<file path="config.mk">
export PLATFORM = sky130hd
export DESIGN_NAME = h14tx_period_scheduler
export DESIGN_NICKNAME = d
export VERILOG_FILES = /design/src/rtl/h14tx_period_scheduler.sv
export SDC_FILE = /design/constraint.sdc
export NUM_CORES = 1
export LEC_CHECK = 0
export ABC_AREA = 1
export BUFFER_PORTS_ARGS = -buffer_cell sky130_fd_sc_hd__clkbuf_2
export CAP_MARGIN = 25
export CORE_ASPECT_RATIO = 1.5
export CORE_MARGIN = 5
export CORE_UTILIZATION = 45
export DETAILED_ROUTE_END_ITERATION = 10
export HOLD_SLACK_MARGIN = 0.03
export PLACE_DENSITY = 0.68
export SYNTH_ARGS = -nofsm -noshare
export SYNTH_HDL_FRONTEND = slang
export SYNTH_SLANG_ARGS = --single-unit
</file>
<file path="constraint.sdc">
create_clock -name clk -period 5.7 [get_ports clk]
set_input_delay 1.14 -clock clk [delete_from_list [all_inputs] [get_ports clk]]
set_output_delay 1.14 -clock clk [all_outputs]
set_load 0.05 [all_outputs]
</file>
<file path="src/rtl/h14tx_period_scheduler.sv">
// h14tx_period_scheduler: HDMI 1.4 TX period sequencer shared by the three TMDS encoders.
// Issues video preamble/guard ahead of each active line and packs data islands into
// horizontal blanking. Raw timing is delayed so the preamble can lead the active edge.
// Optional build macro H14TX_SCHED_STATS_EN adds island_cnt / pkt_cnt statistics outputs.

package h14tx_period_pkg;
    typedef enum logic [2:0] {
        PERIOD_CONTROL        = 3'd0,
        PERIOD_VIDEO_PREAMBLE = 3'd1,
        PERIOD_VIDEO_GUARD    = 3'd2,
        PERIOD_VIDEO_ACTIVE   = 3'd3,
        PERIOD_DI_PREAMBLE    = 3'd4,
        PERIOD_DI_GUARD       = 3'd5,
        PERIOD_DI_ACTIVE      = 3'd6
    } period_t;
endpackage

module h14tx_period_scheduler
    import h14tx_period_pkg::*;
#(
    parameter int LOOKAHEAD   = 10,
    parameter int MAX_PACKETS = 18,
    parameter int BLANK_W     = 12
) (
    input  logic       clk,
    input  logic       rst,
    input  logic       de_in,
    input  logic       hsync_in,
    input  logic       vsync_in,
    input  logic [4:0] pkt_avail,
    output logic       pkt_pop,
    output logic [4:0] pkt_word_idx,
    output period_t    period,
    output logic [1:0] ctl0,
    output logic [1:0] ctl1,
    output logic [1:0] ctl2,
    output logic       video_de,
    output logic       abort_err
`ifdef H14TX_SCHED_STATS_EN
    ,
    output logic [15:0] island_cnt,
    output logic [15:0] pkt_cnt
`endif
);

    typedef enum logic [2:0] {
        S_CTRL, S_VPRE, S_VGUARD, S_VACT, S_DPRE, S_DGL, S_DACT, S_DGT
    } state_t;

    // Timing delay line: {vsync, hsync, de}. The FSM reacts at the sampling edge, so the
    // outputs lag that edge by exactly LOOKAHEAD clocks (line stages plus output register).
    logic [LOOKAHEAD-1:0][2:0] dly_q, dly_d;
    logic [2:0]                out_q, out_d;

    generate
        for (genvar gi = 0; gi < LOOKAHEAD; gi++) begin : g_dly
            if (gi == 0) begin : g_head
                assign dly_d[gi] = {vsync_in, hsync_in, de_in};
            end else begin : g_tail
                assign dly_d[gi] = dly_q[gi-1];
            end
        end
    endgenerate

    assign out_d = dly_q[LOOKAHEAD-1];

    logic               de_prev_q;
    logic               de_rise;
    logic [BLANK_W-1:0] blank_cnt_q, blank_cnt_d;
    logic [BLANK_W-1:0] prev_blank_q, prev_blank_d;
    logic [BLANK_W-1:0] slots_fit;
    logic [4:0]         n_cap, n_calc;

    state_t     state_q, state_d;
    logic [2:0] cnt_q, cnt_d;
    logic       armed_q, armed_d;
    logic [4:0] n_q, n_d;
    logic [4:0] pcnt_q, pcnt_d;
    logic [4:0] idx_q, idx_d;
    logic       pop_q, pop_d;
    logic       abort_q, abort_d;
    period_t    period_q, period_d;
    logic [1:0] ctl1_q, ctl1_d, ctl2_q, ctl2_d;
    logic       island_busy;

    assign de_rise = de_in & ~de_prev_q;

    // Blank-length measurement and packet budget for the island after the current line.
    always_comb begin
        blank_cnt_d  = blank_cnt_q;
        prev_blank_d = prev_blank_q;
        slots_fit    = '0;
        n_cap        = '0;
        n_calc       = '0;
        if (de_rise) begin
            prev_blank_d = blank_cnt_q;
            blank_cnt_d  = '0;
        end else if (!de_in && blank_cnt_q != '1) begin
            blank_cnt_d = blank_cnt_q + 1'b1;
        end
        // 38 = 4 lead-in + 12 island framing + 12 control + 10 video preamble/guard.
        if (prev_blank_q >= BLANK_W'(70)) begin
            slots_fit = (prev_blank_q - BLANK_W'(38)) >> 5;
            if (slots_fit > BLANK_W'(MAX_PACKETS)) n_cap = 5'(MAX_PACKETS);
            else                                   n_cap = slots_fit[4:0];
            n_calc = (pkt_avail < n_cap) ? pkt_avail : n_cap;
        end
    end

    // Period FSM next-state and registered-output decode.
    always_comb begin
        state_d     = state_q;
        cnt_d       = cnt_q;
        armed_d     = armed_q;
        n_d         = n_q;
        pcnt_d      = pcnt_q;
        idx_d       = idx_q;
        abort_d     = abort_q;
        island_busy = (state_q == S_DPRE) || (state_q == S_DGL) ||
                      (state_q == S_DACT) || (state_q == S_DGT);
        case (state_q)
            S_CTRL: begin
                if (de_rise) begin
                    state_d = S_VPRE;
                    cnt_d   = '0;
                    armed_d = 1'b0;
                end else if (armed_q) begin
                    cnt_d = cnt_q + 3'd1;
                    if (cnt_q == 3'd3) begin
                        armed_d = 1'b0;
                        cnt_d   = '0;
                        if (n_calc != 5'd0) begin
                            state_d = S_DPRE;
                            n_d     = n_calc;
                        end
                    end
                end
            end
            S_VPRE: begin
                cnt_d = cnt_q + 3'd1;
                if (cnt_q == 3'd7) begin state_d = S_VGUARD; cnt_d = '0; end
            end
            S_VGUARD: begin
                cnt_d = cnt_q + 3'd1;
                if (cnt_q == 3'd1) begin state_d = S_VACT; cnt_d = '0; end
            end
            S_VACT: begin
                // Leave on the clock where the delayed de is about to drop.
                if (!dly_q[LOOKAHEAD-1][0]) begin
                    state_d = S_CTRL;
                    armed_d = 1'b1;
                    cnt_d   = '0;
                end
            end
            S_DPRE: begin
                cnt_d = cnt_q + 3'd1;
                if (cnt_q == 3'd7) begin state_d = S_DGL; cnt_d = '0; end
            end
            S_DGL: begin
                cnt_d = cnt_q + 3'd1;
                if (cnt_q == 3'd1) begin
                    state_d = S_DACT;
                    cnt_d   = '0;
                    idx_d   = '0;
                    pcnt_d  = '0;
                end
            end
            S_DACT: begin
                if (idx_q == 5'd31) begin
                    idx_d = '0;
                    if (pcnt_q == n_q - 5'd1) state_d = S_DGT;
                    else                      pcnt_d  = pcnt_q + 5'd1;
                end else begin
                    idx_d = idx_q + 5'd1;
                end
            end
            S_DGT: begin
                cnt_d = cnt_q + 3'd1;
                if (cnt_q == 3'd1) begin state_d = S_CTRL; cnt_d = '0; end
            end
            default: state_d = S_CTRL;
        endcase
        // An early active line truncates the island; unsent packets stay in the FIFO.
        if (island_busy && de_rise) begin
            state_d = S_VPRE;
            cnt_d   = '0;
            abort_d = 1'b1;
        end
        if (state_d != S_DACT) idx_d = '0;
        pop_d = (state_d == S_DACT) && (idx_d == 5'd0);

        period_d = PERIOD_CONTROL;
        ctl1_d   = 2'b00;
        ctl2_d   = 2'b00;
        case (state_d)
            S_VPRE:   begin period_d = PERIOD_VIDEO_PREAMBLE; ctl1_d = 2'b01; end
            S_VGUARD: period_d = PERIOD_VIDEO_GUARD;
            S_VACT:   period_d = PERIOD_VIDEO_ACTIVE;
            S_DPRE:   begin period_d = PERIOD_DI_PREAMBLE; ctl1_d = 2'b01; ctl2_d = 2'b01; end
            S_DGL:    period_d = PERIOD_DI_GUARD;
            S_DACT:   period_d = PERIOD_DI_ACTIVE;
            S_DGT:    period_d = PERIOD_DI_GUARD;
            default:  period_d = PERIOD_CONTROL;
        endcase
    end

    // State and output registers.
    always_ff @(posedge clk) begin
        if (rst) begin
            dly_q        <= '0;
            out_q        <= '0;
            de_prev_q    <= 1'b0;
            blank_cnt_q  <= '0;
            prev_blank_q <= '0;
            state_q      <= S_CTRL;
            cnt_q        <= '0;
            armed_q      <= 1'b0;
            n_q          <= '0;
            pcnt_q       <= '0;
            idx_q        <= '0;
            pop_q        <= 1'b0;
            abort_q      <= 1'b0;
            period_q     <= PERIOD_CONTROL;
            ctl1_q       <= '0;
            ctl2_q       <= '0;
        end else begin
            dly_q        <= dly_d;
            out_q        <= out_d;
            de_prev_q    <= de_in;
            blank_cnt_q  <= blank_cnt_d;
            prev_blank_q <= prev_blank_d;
            state_q      <= state_d;
            cnt_q        <= cnt_d;
            armed_q      <= armed_d;
            n_q          <= n_d;
            pcnt_q       <= pcnt_d;
            idx_q        <= idx_d;
            pop_q        <= pop_d;
            abort_q      <= abort_d;
            period_q     <= period_d;
            ctl1_q       <= ctl1_d;
            ctl2_q       <= ctl2_d;
        end
    end

    assign pkt_pop      = pop_q;
    assign pkt_word_idx = idx_q;
    assign period       = period_q;
    assign ctl0         = out_q[2:1];
    assign ctl1         = ctl1_q;
    assign ctl2         = ctl2_q;
    assign video_de     = out_q[0];
    assign abort_err    = abort_q;

`ifdef H14TX_SCHED_STATS_EN
    logic [15:0] island_cnt_q, island_cnt_d, pkt_cnt_q, pkt_cnt_d;

    // Completed-island and popped-packet counters, both free-running with wrap.
    always_comb begin
        island_cnt_d = island_cnt_q;
        pkt_cnt_d    = pkt_cnt_q;
        if (state_q == S_DGT && state_d == S_CTRL) island_cnt_d = island_cnt_q + 16'd1;
        if (pop_d)                                  pkt_cnt_d    = pkt_cnt_q + 16'd1;
    end

    // Statistics registers.
    always_ff @(posedge clk) begin
        if (rst) begin
            island_cnt_q <= '0;
            pkt_cnt_q    <= '0;
        end else begin
            island_cnt_q <= island_cnt_d;
            pkt_cnt_q    <= pkt_cnt_d;
        end
    end

    assign island_cnt = island_cnt_q;
    assign pkt_cnt    = pkt_cnt_q;
`endif

endmodule

</file>
==> results.toml, run 1 <==
[clock_network]
cts_sinks = 85
clock_path_buffers = 2
cts_tree = "done"
postCtsSetupBuffers = 0
clockRootBuffer = "clkbuf_16"
h-tree-depth = 3
clk_pin_slew_ns = 0.06
clk_latency_ns = 0.33
cts_buffers = 9
cts_hold_buf = 0
cts_resized = 0

[placed_design]
hpwlAfterDp_mm = 5.61
finalWeightedCongestion = 0.829
dpl-instance-area_um2 = 4150
portBuffers = 24

[global_routing]
overflow = 0
grt_pass1_wl_mm = 12.9
antenna_found_initial = 0
first_global_vias = 3111
grt_max_degree = 43
grt_usage_pct = 14.7

[job]
max_cap_violations = 0

[worst_setup_path]
start_kind = "flop"
path_delay_family = "simple AND/OR/NAND/NOR gates"
path_common_cell = "nand2_1"
crit_type = "reg2reg"
cp_cell_sequence = "nand2_1, nand2_2, nand2_4, nand2_2, nand2_2, nor2_1, nor2_2, o21ai_2, nand2_1, a21oi_1, ha_1, nand2_1, nor2_1, a211oi_1, nand2_4, nand2_1, nand3_1, nand2_1, o21bai_4, nor2_4, nand2_1, nand2_1, nor2_2"
crit_path_max_incr_delay_ns = 0.64
crit_slowest_cell = "a211oi_1"
cp_max_fo = 10
arrival_ns = 3.69
worstPathRequired_ns = 5.93
crit_buf_inv = 0
end_kind = "flop"

[synth]
syn_inst = 523
seq_area_frac_synth_pct = 43.2
synth_cell_types = 43
yosysTopAreaCell = "dfxtp_1"
synth-seq-cells = 85
synth_flop_cell = "dfxtp_1"
synthTopCellsByArea = "dfxtp_1 43%, inv_1 9.0%, nor2_1 6.9%"
synth_area_um2 = 3940
synth.most_common_cell = "inv_1"
yosys_warnings = 0
async_flop_share_pct = 0
ys_top_cells_by_count = "94 x inv_1, 85 x dfxtp_1, 72 x nor2_1, 67 x nand2_1, 31 x a21oi_1"
netlist.area_leader.share_pct = 43.2
synth-edff-count = 0
syn_avg_cell_area_um2 = 7.53

[timing]
slew_viol_final = 0
setup_tns_ns = 0
rsz0062_at_grt = "no"
min_period_ns = 3.46
fin_crit_sh_pct = 60.7
hold_viol_final = 0
worst_slew_margin_rel_pct = 45.7
fmax_mhz = 289
worst_slew_pin_slew_ns = 0.810
clock_skew_ns = 0.00412
setup_viol = 0

[floorplan]
initial_core_util_pct = 46.5
dieHeight_um = 125
core-area_um2 = 8460
rows = 41
pin_count = 27
die_area_um2 = 10800
die_w_um = 86.4

[drt]
num_vias = 3190
drc = 0
dr.pass1.iters = 4
ant_nets = 0
viasPerCell = 4.83
drtIter0Drc = 134
routedWlPerCell_um = 11.3
drt_wl_total_mm = 7.44

[run_status]
status = "complete, no violations"

[layout]
drive_above_1_share_pct = 14.5
seq_area_um2 = 1700
n_antenna_cell = 0
multiInputGateArea_um2 = 1830
syn_to_final_growth_pct = 12.8
final_nets = 573
nFillCells = 849
final_area_um2 = 4440

[pwr]
peakVddDrop_mv = 0.217
power_density_nw_per_um2 = 326
p_leak_nw = 1.86

[min_path]
hold_class = "reg2reg"
==> worst reg2reg max path: cells and delay by family, from the launching register on <==
| family | cells | cell delay [ns] |
|---|---|---|
| adder cells (fa/ha/maj) | 1 | 0.30 |
| flip-flops | 1 | 0.33 |
| AO/OA/AOI/OAI | 4 | 1.04 |
| AND/OR/NAND/NOR | 18 | 1.69 |
==> final cells by class <==
cell class                 instances  share of cell area, %
multi-input combinational        332                   41.2
sequential                        85                   38.3
inverter                          96                   8.11
clock buffer                      10                   5.15
tap                              107                   3.01
timing repair buffer              25                   2.87
clock inverter                     5                   1.38
==> final timing paths <==
kind	startpoint	to	slack (ns)	depth (start not counted)
max reg2reg	prev_blank_q[1]	n_q[1]	2.24	23
min reg2reg	dly_d[14]	dly_d[17]	0.40	2
min	dly_d[14]	dly_d[17]	0.40	2
max	prev_blank_q[1]	n_q[1]	2.24	23
==> per-layer routing <==
layer	vias up	wire, um	global-route usage (%)	part of all wire, %
li1	1707	-	-	-
met1	1420	3010	15.6	40
met2	51	3960	27.1	53
met3	12	304	3.44	4.1
met4	0	167	6.15	2.2
met5	-	0	0	0
==> power breakdown <==
part           switching, mW  leakage [nW]  internal [mW]  total (mW)
Sequential            0.0190         0.690          0.619       0.638
Clock                  0.231         0.131          0.338       0.569
Combinational          0.171          1.04         0.0693       0.240
Total                  0.421          1.86           1.03        1.45
==> metrics by stage <==
stage	power (mW)	instances	utilization (%)	setup slack (ns)	hold WS, ns
after floorplan	0.841	524	-	2.63	0.388
after global placement	0.885	645	49.0	2.36	0.389
after detailed placement	0.892	645	49.0	2.26	0.395
after CTS	1.46	660	52.5	2.23	0.404
after global routing	1.52	660	52.5	1.78	0.417
final	1.45	660	52.5	2.24	0.401
==> logic make-up after synthesis <==
logic type | Yosys count | synth area share (%)
xor gates and xnor gates | 8 | 1.78
adders and majority gates | 14 | 4.45
DFF | 85 | 43.2
other | 1 | 0.0953
AOI/OAI and AO/OA | 76 | 11.3
and+or+nand+nor | 232 | 28.7
buffers and inverters | 107 | 10.4
==> cell usage in the layout, fill, tap and decap left out, drive strengths merged, types with 2 or more instances in the layout <==
master and n:
nand3b 3, xor2 3, nor3 16, clkbuf 34
o21ai 28, nor4 2, and3 2, a22o 2
nor3b 4, nand4 11, ha 14, or2 3
nand2 80, dfxtp 85, xnor2 5, a21oi 31
a211oi 4, nor2 87, clkinvlp 3, nand3 24
a31oi 2, conb 2, inv 97, a2111oi 2
==> state kept, by name (all words and copies together) (netlist names) <==
signal        flops
abort_err         1
armed_q           1
blank_cnt_q      12
cnt_q             3
ctl1              1
ctl2              1
dly_d            27
n_q               5
out_d             3
out_q             3
pcnt_q            5
period            3
pkt_pop           1
pkt_word_idx      5
prev_blank_q     11
state_q           3
No activity file was read; power rests on OpenSTA's default activity.
==> inputs of run 2 (changes only) <==
==> constraint.sdc (replaced) <==
create_clock -name clk -period 3.6 [get_ports clk]
set_input_delay 0.72 -clock clk [delete_from_list [all_inputs] [get_ports clk]]
set_output_delay 0.72 -clock clk [all_outputs]
set_load 0.05 [all_outputs]
==> results.toml, run 2 (synthesis results as in run 1) <==
[run_status]
status = "complete, no violations"

[floorplan]
core-area_um2 = 8460
dieHeight_um = 125
die_w_um = 86.4
initial_core_util_pct = 46.5
rows = 41
pin_count = 27
die_area_um2 = 10800

[global_routing]
grt_usage_pct = 15.3
antenna_found_initial = 0
first_global_vias = 3239
grt_pass1_wl_mm = 13.5
grt_max_degree = 25
overflow = 0

[worst_setup_path]
start_kind = "flop"
path_delay_family = "simple AND/OR/NAND/NOR gates"
crit_type = "reg2reg"
end_kind = "flop"
crit_buf_inv = 2
crit_slowest_cell = "dfxtp_1"
arrival_ns = 3.38
cp_cell_sequence = "nor2_2, nand2_2, nand2_4, nand2_4, nor3_1, nor2_2, nand2_1, inv_1, nand2_1, ha_1, a21oi_1, nor2_1, a211oi_1, buf_4, nand2_4, nand2_1, nand3_1, nand2_1, o21bai_4, nor2_4, nand2_1, nand2_1, nor2_2"
crit_path_max_incr_delay_ns = 0.32
cp_max_fo = 10
path_common_cell = "nand2_1"
worstPathRequired_ns = 3.82

[layout]
n_antenna_cell = 0
syn_to_final_growth_pct = 13.0
nFillCells = 810
final_nets = 575
multiInputGateArea_um2 = 1830
layout_common_cells = "94 x inv_1, 85 x dfxtp_1, 72 x nor2_1"
utilization_pct = 52.5
drive_above_1_share_pct = 15.1
seq_area_um2 = 1700
final_common_cell = "inv_1"
largest_reg_flops = 27

[timing]
setup_tns_ns = 0
worst_slew_margin_rel_pct = 61.5
setup_viol = 0
fin_crit_sh_pct = 87.7
rsz0062_at_grt = "no"
min_period_ns = 3.16
worst_slew_pin_slew_ns = 0.563
hold_viol_final = 0
clock_skew_ns = 0.00821
fmax_mhz = 317
slew_viol_final = 0

[pwr]
internal-power_mw = 1.57
power_density_nw_per_um2 = 506
p_leak_nw = 1.87
switching_share_pct = 30.2
net-switching-power_mw = 0.680
p_seq_share_pct = 44.9
combPwrFrac_pct = 17.3
p_clk_share_pct = 37.8
peakVddDrop_mv = 0.285

[clock_network]
clk_pin_slew_ns = 0.06
cts_sinks = 85
postCtsSetupBuffers = 0
clockRootBuffer = "clkbuf_16"
cts_buffers = 9
cts_hold_buf = 0
cts_resized = 0
h-tree-depth = 3
clk_latency_ns = 0.33
cts_tree = "done"
clock_path_buffers = 2

[job]
max_cap_violations = 0

[placed_design]
finalWeightedCongestion = 0.852
hpwlAfterDp_mm = 5.62
portBuffers = 24

[drt]
drt_wl_total_mm = 7.51
drtIter0Drc = 137
viasPerCell = 4.93
routedWlPerCell_um = 11.3
ant_nets = 0
dr.pass1.iters = 4
num_vias = 3266
drc = 0

[min_path]
hold_class = "reg2reg"
## run 2: cell count changes in the layout (fill, tap and decap cells not counted), sizes merged
cell	change
clkinvlp	-1
bufinv	-1
clkbuf	-1
inv	+3
buf	+2
clkinv	+1
## run 2: per-layer routing
layer  track usage, %  part of all wire [%]  vias up
met3             3.64                   3.5       18
li1                 -                     -     1717
met1             16.1                    42     1462
met2             27.1                    52       69
met4             8.17                   3.1        0
met5                0                     0        -
## run 2: worst reg2reg max path, cell delays in order (launching register included)
cell and delay (ns):
dfxtp_1 0.32, nor2_2 0.13, nand2_2 0.09, nand2_4 0.10, nand2_4 0.07, nor3_1 0.32
nor2_2 0.11, nand2_1 0.10, inv_1 0.07, nand2_1 0.09, ha_1 0.24, a21oi_1 0.14
nor2_1 0.06, a211oi_1 0.19, buf_4 0.19, nand2_4 0.07, nand2_1 0.06, nand3_1 0.08
nand2_1 0.13, o21bai_4 0.10, nor2_4 0.19, nand2_1 0.08, nand2_1 0.09, nor2_2 0.04
## run 2: per-stage QoR
step / setup WS [ns] / instances / power (mW) / hold slack [ns] / cell area (um^2)
final: 0.442 / 663 / 2.25 / 0.398 / 4450
after floorplan: 0.527 / 524 / 1.33 / 0.388 / 3940
after detailed placement: 0.528 / 647 / 1.42 / 0.395 / 4170
after CTS: 0.484 / 663 / 2.28 / 0.402 / 4450
after global placement: 0.638 / 647 / 1.41 / 0.390 / 4170
after global routing: 0.128 / 663 / 2.38 / 0.407 / 4450
## run 2: final timing paths
| path | end | cells after the start | slack [ns] | startpoint |
|---|---|---|---|---|
| worst max-delay path | n_q[1] | 23 | 0.44 | prev_blank_q[3] |
| worst min-delay path | out_d[1] | 2 | 0.40 | dly_d[28] |
| worst max register to register | n_q[1] | 23 | 0.44 | prev_blank_q[3] |
| worst min register to register | out_d[1] | 2 | 0.40 | dly_d[28] |
## run 2: layout make-up
class | instances | share of cell area, %
clock buffers | 9 | 5.06
clock inverters | 7 | 1.24
inverters | 96 | 8.10
multi-input cells | 332 | 41.1
flip-flops and latches | 85 | 38.3
well taps | 107 | 3.01
repair buffers | 27 | 3.21
## run 2: power groups by stage
stage	Combinational, mW	Sequential [mW]	Clock (mW)
after detailed placement	0.385	1.03	0
after floorplan	0.270	1.06	0
after CTS	0.388	1.01	0.879
after global routing	0.440	1.02	0.926
final	0.388	1.01	0.851
after global placement	0.378	1.03	0
==> inputs of run 3 (changes only) <==
--- a/config.mk
+++ b/config.mk
@@ -13,7 +13,7 @@
 export CORE_UTILIZATION = 45
 export DETAILED_ROUTE_END_ITERATION = 10
 export HOLD_SLACK_MARGIN = 0.03
-export PLACE_DENSITY = 0.68
+export PLACE_DENSITY = 0.71
 export SYNTH_ARGS = -nofsm -noshare
 export SYNTH_HDL_FRONTEND = slang
 export SYNTH_SLANG_ARGS = --single-unit
==> constraint.sdc (replaced) <==
create_clock -name clk -period 2.7 [get_ports clk]
set_input_delay 0.135 -clock clk [delete_from_list [all_inputs] [get_ports clk]]
set_output_delay 0.135 -clock clk [all_outputs]
set_load 0.05 [all_outputs]
==> results.toml, run 3 (synthesis results as in run 1) <==
[clock_network]
h-tree-depth = 3
cts_buffers = 9
cts_tree = "done"
clk_pin_slew_ns = 0.06
clockRootBuffer = "clkbuf_16"
clock_path_buffers = 2
clk_latency_ns = 0.34
cts_sinks = 85

[timing]
rsz0062_at_grt = "yes"
worst_slew_pin_slew_ns = 0.583
worst_slack_ns = -0.346
worst_slew_margin_rel_pct = 60.1
fmax_mhz = 328
hold_viol_final = 0
setup_tns_ns = -4.85
min_period_ns = 3.05
fin_crit_sh_pct = 113
slew_viol_final = 0
setup_viol = 15
clock_skew_ns = 0.00665

[global_routing]
grt_pass1_wl_mm = 14.6
grt_usage_pct = 16.8
antenna_found_initial = 0
first_global_vias = 3525
overflow = 0
grt_max_degree = 23

[worst_setup_path]
worstReg2RegEnd = "pkt_pop"
crit_type = "reg2reg"
end_kind = "flop"
start_kind = "flop"
path_delay_family = "simple AND/OR/NAND/NOR gates"
path_common_cell = "nand2_4"
r2r_setup_slack_ns = -0.35
worstPathRequired_ns = 2.94
r2r_cells = 22
crit_slowest_cell = "dfxtp_2"
arrival_ns = 3.28
crit_path_max_incr_delay_ns = 0.33
rr_startpoint = "prev_blank_q[1]"
cp_cell_sequence = "nand2_2, nand2_4, nand2_4, nand2_4, buf_4, nand2_1, o21ai_2, nand2_4, inv_4, nand2_4, ha_4, a21oi_2, nor2_2, a211oi_2, buf_4, nand3b_1, nand3_1, nand2_2, o21bai_4, nand2_4, nand4_4, nor2_2"
crit_buf_inv = 3
cp_max_fo = 6

[floorplan]
dieHeight_um = 125
initial_core_util_pct = 46.5
core-area_um2 = 8460
die_area_um2 = 10800
pin_count = 27
die_w_um = 86.4
rows = 41

[layout]
finalNonFillerCells = 709
n_antenna_cell = 0
syn_to_final_growth_pct = 28.7
layout_common_cells = "93 x inv_1, 79 x dfxtp_1, 62 x nor2_1"
final_common_cell = "inv_1"
final_nets = 621
largest_reg_flops = 27
final_area_um2 = 5070
drive_above_1_share_pct = 28.4

[drt]
viasPerCell = 5.02
num_vias = 3561
drc = 0
dr.pass1.iters = 4
drt_wl_total_mm = 8.69
ant_nets = 0
routedWlPerCell_um = 12.3
drtIter0Drc = 151

[pwr]
total_power_mw = 3.45
peakVddDrop_mv = 0.451
p_leak_nw = 2.16
power_density_nw_per_um2 = 682

[min_path]
min_path_cells = 3
min_to = "dly_d[3]"
hp-start = "de_in"
hold_class = "in2reg"

[placed_design]
portBuffers = 24
hpwlAfterDp_mm = 5.97
finalWeightedCongestion = 0.858
place_inst = 673
dpl-instance-area_um2 = 4380

[job]
max_cap_violations = 0

[run_status]
status = "finished, violations left"
violations = "negative setup slack"
## run 3: changes by cell type in the layout (fill, tap and decap cells not counted), sizes merged
| cell | delta |
|---|---|
| bufinv | +2 |
| inv | -2 |
| dlygate4sd3 | +2 |
| clkbuf | +1 |
| clkinv | -1 |
| nor2 | +1 |
| buf | +43 |
## run 3: worst max-delay path by stage
| stage | from | end | slack [ns] | cells past startpoint |
|---|---|---|---|---|
| after floorplan | prev_blank_q[3] | n_q[2] | -0.14 | 23 |
| after global placement | prev_blank_q[3] | n_q[2] | -0.19 | 24 |
| after detailed placement | prev_blank_q[3] | n_q[2] | -0.36 | 23 |
| after CTS | prev_blank_q[4] | n_q[2] | -0.24 | 23 |
| after global routing | prev_blank_q[2] | pkt_word_idx[0] | -0.53 | 23 |
| final | prev_blank_q[1] | pkt_pop | -0.35 | 22 |
## run 3: layer usage
layer,GRT usage [%],share of wire (%),vias to the layer above
met5,0,0,-
met4,9.36,3.2,0
met3,3.97,3.0,19
met2,31.3,56,61
met1,16.1,38,1671
li1,-,-,1810
## run 3: area by class of cell
type                    count  area, um^2
fillers                   760        3400
clock buffers              10         229
flip-flops and latches     85        1710
repair buffers             72         485
well taps                 107         134
clock inverters             6        95.1
inverters                  96         363
multi-input cells         333        2050
## run 3: stage by stage
stage	hold slack, ns	setup slack (ns)	utilization [%]
after floorplan	0.242	-0.137	-
after global placement	0.326	-0.190	51.8
after detailed placement	0.331	-0.361	51.8
after CTS	0.0367	-0.237	59.0
after global routing	0.0808	-0.526	59.9
final	0.0348	-0.346	59.9
## run 3: worst register-to-register path: cells and delay by family (launching register included)
| kind | cells | cell delay (ns) |
|---|---|---|
| AO/OA/AOI/OAI | 4 | 0.77 |
| AND/OR/NAND/NOR | 14 | 1.23 |
| adder cells (fa/ha/maj) | 1 | 0.22 |
| buffers and inverters | 3 | 0.38 |
| flip-flops | 1 | 0.33 |
## run 3: report_power, final
| group | switching [mW] | internal (mW) |
|---|---|---|
| clock | 0.503 | 0.819 |
| sequential | 0.0431 | 1.31 |
| combinational | 0.478 | 0.303 |
## run 3: timing repair
item                       CTS  global route
hold endpoints to repair     2             0
pin swaps                   31            20
hold buffers                 2             0
gates cloned                 1             0
buffers inserted            16             2
resized for setup           32            20
setup endpoints to repair   15            15
